===== config.mk =====
export PLATFORM = sky130hd
export DESIGN_NAME = fa_5bit
export DESIGN_NICKNAME = d
export VERILOG_FILES = /design/src/rtl/fa_5bit.sv
export SDC_FILE = /design/constraint.sdc
export NUM_CORES = 1
export LEC_CHECK = 0
export CAP_MARGIN = 20
export CORE_AREA = 2 2 39 41
export DETAILED_ROUTE_END_ITERATION = 16
export DIE_AREA = 0 0 41 43
export GPL_ROUTABILITY_DRIVEN = 1
export PLACE_DENSITY_LB_ADDON = 0.3
export SLEW_MARGIN = 20
export SYNTH_ARGS = -nofsm -noshare
export SYNTH_HDL_FRONTEND = slang
export SYNTH_SLANG_ARGS = --single-unit

===== constraint.sdc =====
create_clock -name clk -period 3.18 [get_ports clk]
set_input_delay 0.636 -clock clk [delete_from_list [all_inputs] [get_ports clk]]
set_output_delay 0.636 -clock clk [all_outputs]
set_load 0.01 [all_outputs]

===== src/rtl/fa_5bit.sv =====
// Parameterised ripple-carry adder with combinational and registered sum/carry outputs.
// Optional macro FA_OVF_EN adds signed-overflow outputs ovf (combinational) and ovf_q (registered).
module fa_5bit #(
  parameter int unsigned WIDTH = 5
) (
  input  logic             clk,
  input  logic             rst_n,
  input  logic [WIDTH-1:0] a,
  input  logic [WIDTH-1:0] b,
  input  logic             cin,
  output logic [WIDTH-1:0] s,
  output logic             cout,
  output logic [WIDTH-1:0] s_q,
  output logic             cout_q
`ifdef FA_OVF_EN
  ,
  output logic             ovf,
  output logic             ovf_q
`endif
);

  logic [WIDTH-1:0] w_sum;
  logic             w_cout;
`ifdef FA_OVF_EN
  logic             w_c_msb;
`endif

  // One full-adder step of the chain.
  task automatic fa_bit(
    input  logic ai,
    input  logic bi,
    input  logic ci,
    output logic si,
    output logic co
  );
    si = ai ^ bi ^ ci;
    co = (ai & bi) | (ci & (ai ^ bi));
  endtask

  always_comb begin
    logic w_c;
    logic w_si;
    logic w_co;
    w_c   = cin;
    w_si  = 1'b0;
    w_co  = 1'b0;
    w_sum = '0;
`ifdef FA_OVF_EN
    w_c_msb = 1'b0;
`endif
    for (int i = 0; i < int'(WIDTH); i++) begin
`ifdef FA_OVF_EN
      // Carry into the sign bit feeds the overflow detector.
      if (i == int'(WIDTH) - 1) w_c_msb = w_c;
`endif
      fa_bit(a[i], b[i], w_c, w_si, w_co);
      w_sum[i] = w_si;
      w_c      = w_co;
    end
    w_cout = w_c;
  end

  assign s    = w_sum;
  assign cout = w_cout;
`ifdef FA_OVF_EN
  assign ovf  = w_c_msb ^ w_cout;
`endif

  always_ff @(posedge clk or negedge rst_n) begin
    if (!rst_n) begin
      s_q    <= '0;
      cout_q <= 1'b0;
`ifdef FA_OVF_EN
      ovf_q  <= 1'b0;
`endif
    end else begin
      s_q    <= w_sum;
      cout_q <= w_cout;
`ifdef FA_OVF_EN
      ovf_q  <= ovf;
`endif
    end
  end

endmodule


# ---- Word level (Yosys, flattened, before mapping)
# Index checks and enable logic that the tools add are counted.
dict set report word_totals {
  reg_bits 6
  inputBits 13
  output_inout_bits 12
}
dict set report op_classes {
  bitwise 25
}
# operator count
set ops {}
lappend ops {{$and 1x1->1} 10}
lappend ops {{$xor 1x1->1} 10}
lappend ops {{$or 1x1->1} 5}

# ---- Logic depth before layout (Yosys ltp)
# Gate-level depths: netlist of the first run.
dict set report depth {
  word_depth 11
  ltp_mapped 9
  ltp_nobuf 9
}

# ---- Worst setup path after synthesis of the first run
# OpenSTA, ideal clock, no wires.
dict set report synth_path {
  path_type {in2out}
  from {input port a[0]}
  to {output port s[4]}
  arrival_ns 2.581
  t_required_ns 2.544
  slack_ns -0.037
  cell_stages 9
  n_path_buf 0
  path_cell_list {fa_1 > inv_1 > fa_1 > inv_1 > fa_1 > fa_1 > inv_1 > fa_1 > inv_1}
}
dict set report synth_between {
  elab_chain_cells 10
}
# element line_no
set synth_lines {}
lappend synth_lines {{start, declared} 8} ;# input logic [WIDTH-1:0] a,
lappend synth_lines {{$xor 1x1->1} 37} ;# co = (ai & bi) | (ci & (ai ^ bi));
lappend synth_lines {{$and 1x1->1} 37}
lappend synth_lines {{$or 1x1->1 (*)} 37}
lappend synth_lines {{$and 1x1->1 (*)} 37}
lappend synth_lines {{$or 1x1->1 (*)} 37}
lappend synth_lines {{$and 1x1->1 (*)} 37}
lappend synth_lines {{$or 1x1->1 (*)} 37}
lappend synth_lines {{$and 1x1->1 (*)} 37}
lappend synth_lines {{$or 1x1->1 (*)} 37}
lappend synth_lines {{$xor 1x1->1 (*)} 36} ;# si = ai ^ bi ^ ci;
lappend synth_lines {{end, declared} 11} ;# output logic [WIDTH-1:0] s,
# Mark *: on every way between the ends. The rest lies on a longest branch, timed or not.

# ---- Final worst setup path of the first run
# Ends and elaborated chain as after synthesis.

==> impl_summary.txt, run 1 <==
----------------------------------------------------
[Floorplan]
  Die area ... between 1500 and 2000 um^2
  Initial standard-cell utilization of the core ... between 20 and 25%
  Area of the core ... around 1400 um^2
  Count of boundary I/O pins ... 25
  Die Span X ... about 40 um
  Core Rows ... 14
  Die boundary height ... roughly 43 um

[Logic synthesis]
  Proportion of netlist area held by the largest area contributor ... between 50% and 60%
  Share of synthesized area occupied by flip-flops and latches ... between 50% and 60%
  Number of warnings issued by yosys ... 0
  Synthesized net count ... 39
  Ranking of synthesized cells by area ... sky130_fd_sc_hd__dfrtp_1 (52%), sky130_fd_sc_hd__fa_1 (35%), sky130_fd_sc_hd__inv_1 (13%)
  Number of unique standard cell types used by synthesis ... 3
  Post-Syn Area per Cell ... around 14 um^2
  FF+latch count, synth ... 6
  Area leader, netlist ... sky130_fd_sc_hd__dfrtp_1
  Area of the mapped netlist ... approximately 290 um^2
  Cells after synthesis ... 21

[Timing]
  Fraction of the cycle the final worst path needs ... 105%
  RSZ-0062 raised after global routing ... yes
  Max Clk Rate ... between 0.3 and 0.4 GHz
  Transition time of the tightest slew-check pin ... around 0.25 ns
  Total setup violations reported at the end of the flow ... 1
  Minimum setup slack in the final design ... -0.148 ns
  Clock period minus final worst setup slack ... ~3.3 ns
  Slew Limit Headroom ... a little over four fifths
  Final Max Tran Viols ... 0
  Hold Fails Final Rpt ... 0
  Worst hold slack after final layout ... ~0.63 ns

[Setup path]
  Maximum cell stage delay along the critical path ... roughly 0.42 ns
  Highest fanout seen on the critical path ... 2
  Library cell contributing the largest single delay on the critical path ... sky130_fd_sc_hd__fa_1
  Endpoint arrival time on the critical path ... 2.69 ns
  Sort of element at the end of the critical path ... output port
  Critical Path, Cell by Cell ... buf_6 -> fa_2 -> inv_2 -> fa_2 -> inv_2 -> fa_2 -> fa_2 -> inv_2 -> fa_1 -> inv_2 -> buf_6
  Launching instance or port of the critical path ... a[0]
  Required arrival time at the worst endpoint ... ~2.5 ns
  Startpoint types ... input pin
  Start-to-end type of the worst setup path ... input pin to output port

[Placement]
  Detailed placer's ending HPWL ... 464 um
  Placed cells ... 64
  Final weighted congestion of routability-driven global placement ... 0.658
  Count of input and output buffers ... 24

[Power and ir drop]
  Worst supply voltage drop on vdd ... 0.166 mV
  Leakage Power ... roughly 0.31 nW
  Overall Power ... about 0.28 mW
  Power per Cell Area ... 438 nW/um^2

[GRT]
  First-pass GRT wire length ... 952 um
  Vias in the first global route ... between 200 and 300
  Global routing usage summed across all routing layers ... 8.55%
  Maximum number of pins on one net before global-route repair ... 7
  Total congestion overflow ... 0
  Initial antenna violation count ... 0

[Clocking]
  Maximum buffer depth of the clock tree ... 2
  TritonCTS clock tree ... yes
  Number of sinks on the clock net ... 6
  Clock-pin slew on the worst setup and hold paths ... approximately 0.040 ns
  Clock buffer count from CTS ... 3
  # H-tree levels ... 1
  CTS hold repair buffers ... 0
  Root Buffer Master ... sky130_fd_sc_hd__clkbuf_4

[Cells and area]
  Final nets ... slightly below 80
  Area growth syn-to-layout ... 123%
  Layout Cells excl Fill ... 74
  Number of antenna diodes ... 0
  Most common cell after layout, fill and taps aside ... sky130_fd_sc_hd__clkdlybuf4s50_1
  Leading cell types in the layout, fill and taps excluded ... sky130_fd_sc_hd__clkdlybuf4s50_1 (17), sky130_fd_sc_hd__buf_4 (10), sky130_fd_sc_hd__dfrtp_1 (6), sky130_fd_sc_hd__inv_1 (5), sky130_fd_sc_hd__inv_2 (5)
  End-of-flow core utilization ... about 46%
  Fraction of final layout cells sized beyond drive strength 1 ... 48.3%

[Detailed routing]
  DRC Markers ... 0
  TritonRoute pass-1 iters ... 2
  Via count ... roughly 270
  Post-detailed-route via-to-cell ratio ... between 3 and 4
  Routed Antenna Nets ... 0
  Post-detailed-route wirelength per cell ... between 7 and 8 um
  Post-detailed-routing wire length ... about 550 um
  DRT iter0 DRCs ... 1

[Min path]
  Class of the worst hold path ... input pin to asynchronous set/reset pin

[Run status]
  Violations in the final reports ... setup timing
  Outcome ... finished with violations

[Run]
  Max-cap violations ... 0

----------------------------------------------------
state kept, by name (all words and copies together), names as in the netlist:
name,flops
cout_q,1
s_q,5
metrics by stage:
step | instance area, um^2 | setup WS (ns) | setup TNS (ns)
6_report | 643 | -0.148 | -0.148
5_1_grt | 643 | -0.213 | -0.334
4_1_cts | 643 | -0.217 | -0.217
3_5_place_dp | 576 | -0.988 | -2.62
3_3_place_gp | 576 | -0.984 | -2.59
2_1_floorplan | 293 | 0.0273 | 0
layout make-up:
class	count	area (um^2)
well taps	16	20.0
flip-flops and latches	6	150
clock buffers	3	22.5
repair buffers	34	303
multi-input cells	5	110
fillers	154	741
inverters	10	37.5
timing repair:
action / in CTS / in global routing
endpoints found under the setup margin: 5 / 4
buffers inserted: 7 / 0
gates resized for setup: 32 / 0
pin swaps: 5 / 4
layer usage:
layer,share of wire [%],global-route usage (%),up-vias
met2,57,12.8,14
met5,0,0,-
met4,3.4,10.0,0
met3,8.1,1.57,2
li1,-,-,128
met1,31,8.42,124
critical path, delay by kind of cell:
family,cells,cell delay (ns)
buffers and inverters,6,0.42
adders and majority gates,5,1.64
report_power, final:
part | switching, mW | leakage, nW | total [mW] | internal, mW
sequential | 0.00277 | 0.0699 | 0.0922 | 0.0895
combinational | 0.0444 | 0.230 | 0.125 | 0.0807
clock | 0.0219 | 0.0138 | 0.0642 | 0.0423
logic make-up after synthesis:
group	count (synthesis)	share of synthesized area [%]
flip-flops	6	52.2
buffers and inverters	10	13.0
adder cells (fa/ha/maj)	5	34.8
cells in the mapped netlist:
library cell,count
sky130_fd_sc_hd__fa_1,5
sky130_fd_sc_hd__inv_1,10
sky130_fd_sc_hd__dfrtp_1,6
final timing paths:
| check | end | slack (ns) | depth (start not counted) |
|---|---|---|---|
| setup / recovery | s[4] | -0.15 | 11 |
| hold / removal | s_q[2]$_DFF_PN0_ | 0.63 | 1 |
| max in group asynchronous | s_q[4]$_DFF_PN0_ | 2.35 | 1 |
| min in group clk | s_q[0]$_DFF_PN0_ | 0.72 | 2 |
Note: power is estimated with default switching activity, not from simulation.
==> run 2: changes to the inputs <==
--- a/config.mk
+++ b/config.mk
@@ -6,9 +6,12 @@
 export NUM_CORES = 1
 export LEC_CHECK = 0
 export CAP_MARGIN = 20
-export CORE_AREA = 2 2 39 41
+export CELL_PAD_IN_SITES_DETAIL_PLACEMENT = 0
+export CELL_PAD_IN_SITES_GLOBAL_PLACEMENT = 1
+export CORE_MARGIN = 2
+export CORE_UTILIZATION = 20
+export CTS_BUF_LIST = sky130_fd_sc_hd__clkbuf_4
 export DETAILED_ROUTE_END_ITERATION = 16
-export DIE_AREA = 0 0 41 43
 export GPL_ROUTABILITY_DRIVEN = 1
 export PLACE_DENSITY_LB_ADDON = 0.3
 export SLEW_MARGIN = 20
==> run 2 against run 1 <==
Effect of this change:
- the run still ends with setup timing left
- fmax increased by 0.63%
- critical path depth unchanged
- first-iteration DRC count decreased by 100%
- routed wire length increased by 25%
- die area decreased by 0.28%
- non-clock buffer count unchanged
- final area increased by 1.2%
- sequential share of layout area decreased by 0.27 points
- core utilization increased by 2.9 points
- critical endpoint unchanged
- largest cell class unchanged
==> impl_summary.txt, run 2 (synthesis results as in run 1) <==
----------------------------------------------------
[Run status]
  Outcome ... finished with violations
  Violations in the final reports ... setup timing

[Timing]
  Slew Limit Headroom ... about 84%
  Max Clk Rate ... just over 0.3 GHz
  Setup_tns ... -0.128 ns
  Hold Fails Final Rpt ... 0
  RSZ-0062 raised after global routing ... yes
  Minimum setup slack in the final design ... -0.128 ns
  Transition time of the tightest slew-check pin ... about 0.25 ns
  Fraction of the cycle the final worst path needs ... 104%
  Final Max Tran Viols ... 0
  Total setup violations reported at the end of the flow ... 1
  Clock period minus final worst setup slack ... roughly 3.3 ns
  Worst hold slack after final layout ... roughly 0.6 ns

[Floorplan]
  Die boundary height ... approximately 42 um
  Area of the core ... 1320 um^2
  Die area ... around 1800 um^2
  Die Span X ... approximately 42 um
  Initial standard-cell utilization of the core ... between 20% and 30%
  Core Rows ... 13
  Count of boundary I/O pins ... 25

[Setup path]
  Endpoint arrival time on the critical path ... roughly 2.7 ns
  Dominant delay contributor by cell family on the critical path ... adder cells
  Library cell contributing the largest single delay on the critical path ... sky130_fd_sc_hd__fa_1
  Start-to-end type of the worst setup path ... input pin to output port
  Highest fanout seen on the critical path ... 2
  Startpoint types ... input pin
  Required arrival time at the worst endpoint ... 2.54 ns
  Bufs and invs on worst path ... 6
  Critical Path, Cell by Cell ... buf_6 -> fa_2 -> inv_2 -> fa_2 -> inv_2 -> fa_2 -> fa_2 -> inv_2 -> fa_1 -> inv_2 -> buf_6
  Maximum cell stage delay along the critical path ... roughly 0.39 ns
  Sort of element at the end of the critical path ... output port

[GRT]
  Maximum number of pins on one net before global-route repair ... 7
  Initial antenna violation count ... 0
  Vias in the first global route ... between 300 and 400
  Total congestion overflow ... 0
  Global routing usage summed across all routing layers ... a little over a tenth
  First-pass GRT wire length ... roughly 1200 um

[Clocking]
  # H-tree levels ... 1
  Maximum buffer depth of the clock tree ... 2
  Root Buffer Master ... sky130_fd_sc_hd__clkbuf_4
  CTS hold repair buffers ... 0
  Clock-pin slew on the worst setup and hold paths ... about 0.04 ns
  TritonCTS clock tree ... yes
  Clock buffer count from CTS ... 3
  Number of sinks on the clock net ... 6

[Cells and area]
  Most common cell after layout, fill and taps aside ... sky130_fd_sc_hd__clkdlybuf4s50_1
  End-of-flow core utilization ... between 40 and 50%
  Leading cell types in the layout, fill and taps excluded ... sky130_fd_sc_hd__clkdlybuf4s50_1 (16), sky130_fd_sc_hd__buf_4 (10), sky130_fd_sc_hd__inv_2 (7), sky130_fd_sc_hd__dfrtp_1 (6), sky130_fd_sc_hd__fa_2 (4)
  Number of flip-flops in the largest register ... 5
  Area growth syn-to-layout ... 126%
  Final Instance Area ... ~650 um^2
  Largest register by flop count ... s_q
  Layout Cells excl Fill ... 73
  Fraction of final layout cells sized beyond drive strength 1 ... between 50% and 60%
  Largest registers ... s_q (5), cout_q (1)
  Number of antenna diodes ... 0
  Final nets ... just under 80

[Placement]
  Final weighted congestion of routability-driven global placement ... ~0.68
  Detailed placer's ending HPWL ... 525 um
  Placed cells ... 62
  Worst slack after detailed placement ... -0.994 ns
  Standard cell area after detailed placement ... about 570 um^2
  Count of input and output buffers ... 24

[Power and ir drop]
  Power per Cell Area ... between 400 and 500 nW/um^2
  Switching fraction of total power ... 25.9%
  Leakage Power ... ~0.32 nW
  Total net switching power ... 0.0781 mW
  Share of power burned in the clock network ... 23.0%
  Worst supply voltage drop on vdd ... 0.174 mV
  Internal power contribution ... 0.223 mW
  Part of the total power dissipated in sequential elements ... between 30% and 40%
  Overall Power ... around 0.3 mW
  Share of power burned in combinational logic ... between 40% and 50%

[Detailed routing]
  Post-detailed-route via-to-cell ratio ... 3.68
  Post-detailed-routing wire length ... ~700 um
  DRT iter0 DRCs ... 0
  DRC Markers ... 0
  TritonRoute pass-1 iters ... 1
  Via count ... 269
  Routed Antenna Nets ... 0
  Post-detailed-route wirelength per cell ... about 9.5 um

[Run]
  Max-cap violations ... 0

[Min path]
  Class of the worst hold path ... input pin to asynchronous set/reset pin

----------------------------------------------------
==> run 2: changes by cell type in the layout (fill, tap and decap cells not counted) <==
cell and delta:
sky130_fd_sc_hd__buf_2 -1, sky130_fd_sc_hd__buf_6 +1, sky130_fd_sc_hd__clkdlybuf4s50_1 -1, sky130_fd_sc_hd__dlymetal6s2s_1 +1, sky130_fd_sc_hd__inv_1 -2, sky130_fd_sc_hd__inv_2 +2
==> run 2: per-layer routing <==
layer | up-vias | GRT usage [%] | part of all wire (%)
met5 | - | 0 | 0
met4 | 0 | 15.5 | 7.1
met3 | 5 | 2.17 | 7.6
met2 | 16 | 17.8 | 57
met1 | 120 | 8.22 | 28
li1 | 128 | - | -
==> run 2: power groups by stage <==
stage | sequential, mW | combinational (mW) | clock, mW
global route | 0.0938 | 0.154 | 0.0766
global placement | 0.0932 | 0.111 | 0
CTS | 0.0925 | 0.140 | 0.0727
floorplan | 0.101 | 0.0289 | 0
finish | 0.0922 | 0.140 | 0.0694
detailed placement | 0.0936 | 0.112 | 0
==> run 2: final cells by class <==
| type | count | area, um^2 |
|---|---|---|
| fillers | 122 | 667 |
| repair buffers | 34 | 312 |
| flip-flops and latches | 6 | 150 |
| multi-input cells | 5 | 110 |
| inverters | 10 | 37.5 |
| clock buffers | 3 | 22.5 |
| well taps | 15 | 18.8 |
==> run 2: how the worst max path moves through the flow <==
stage	startpoint	endpoint	slack [ns]	cells after the start
finish	a[0]	s[4]	-0.13	11
detailed placement	a[0]	s[4]	-0.99	11
global placement	a[0]	s[4]	-0.96	11
global route	a[0]	s[4]	-0.21	11
floorplan	a[0]	s[4]	0.03	9
CTS	a[0]	s[4]	-0.22	11
==> run 2: repair_timing <==
item / 4_1_cts / 5_1_grt
setup buffers: 8 / 0
endpoints found under the hold margin: 0 / 0
pin swaps: 5 / 4
endpoints found under the setup margin: 5 / 4
resized for setup: 34 / 2
==> run 3: changes to the inputs <==
--- a/config.mk
+++ b/config.mk
@@ -14,7 +14,7 @@
 export DETAILED_ROUTE_END_ITERATION = 16
 export GPL_ROUTABILITY_DRIVEN = 1
 export PLACE_DENSITY_LB_ADDON = 0.3
-export SLEW_MARGIN = 20
+export SLEW_MARGIN = 10
 export SYNTH_ARGS = -nofsm -noshare
 export SYNTH_HDL_FRONTEND = slang
 export SYNTH_SLANG_ARGS = --single-unit
==> results of run 3 <==
No change in the layout: final DEF, timing and power equal those of run 2.
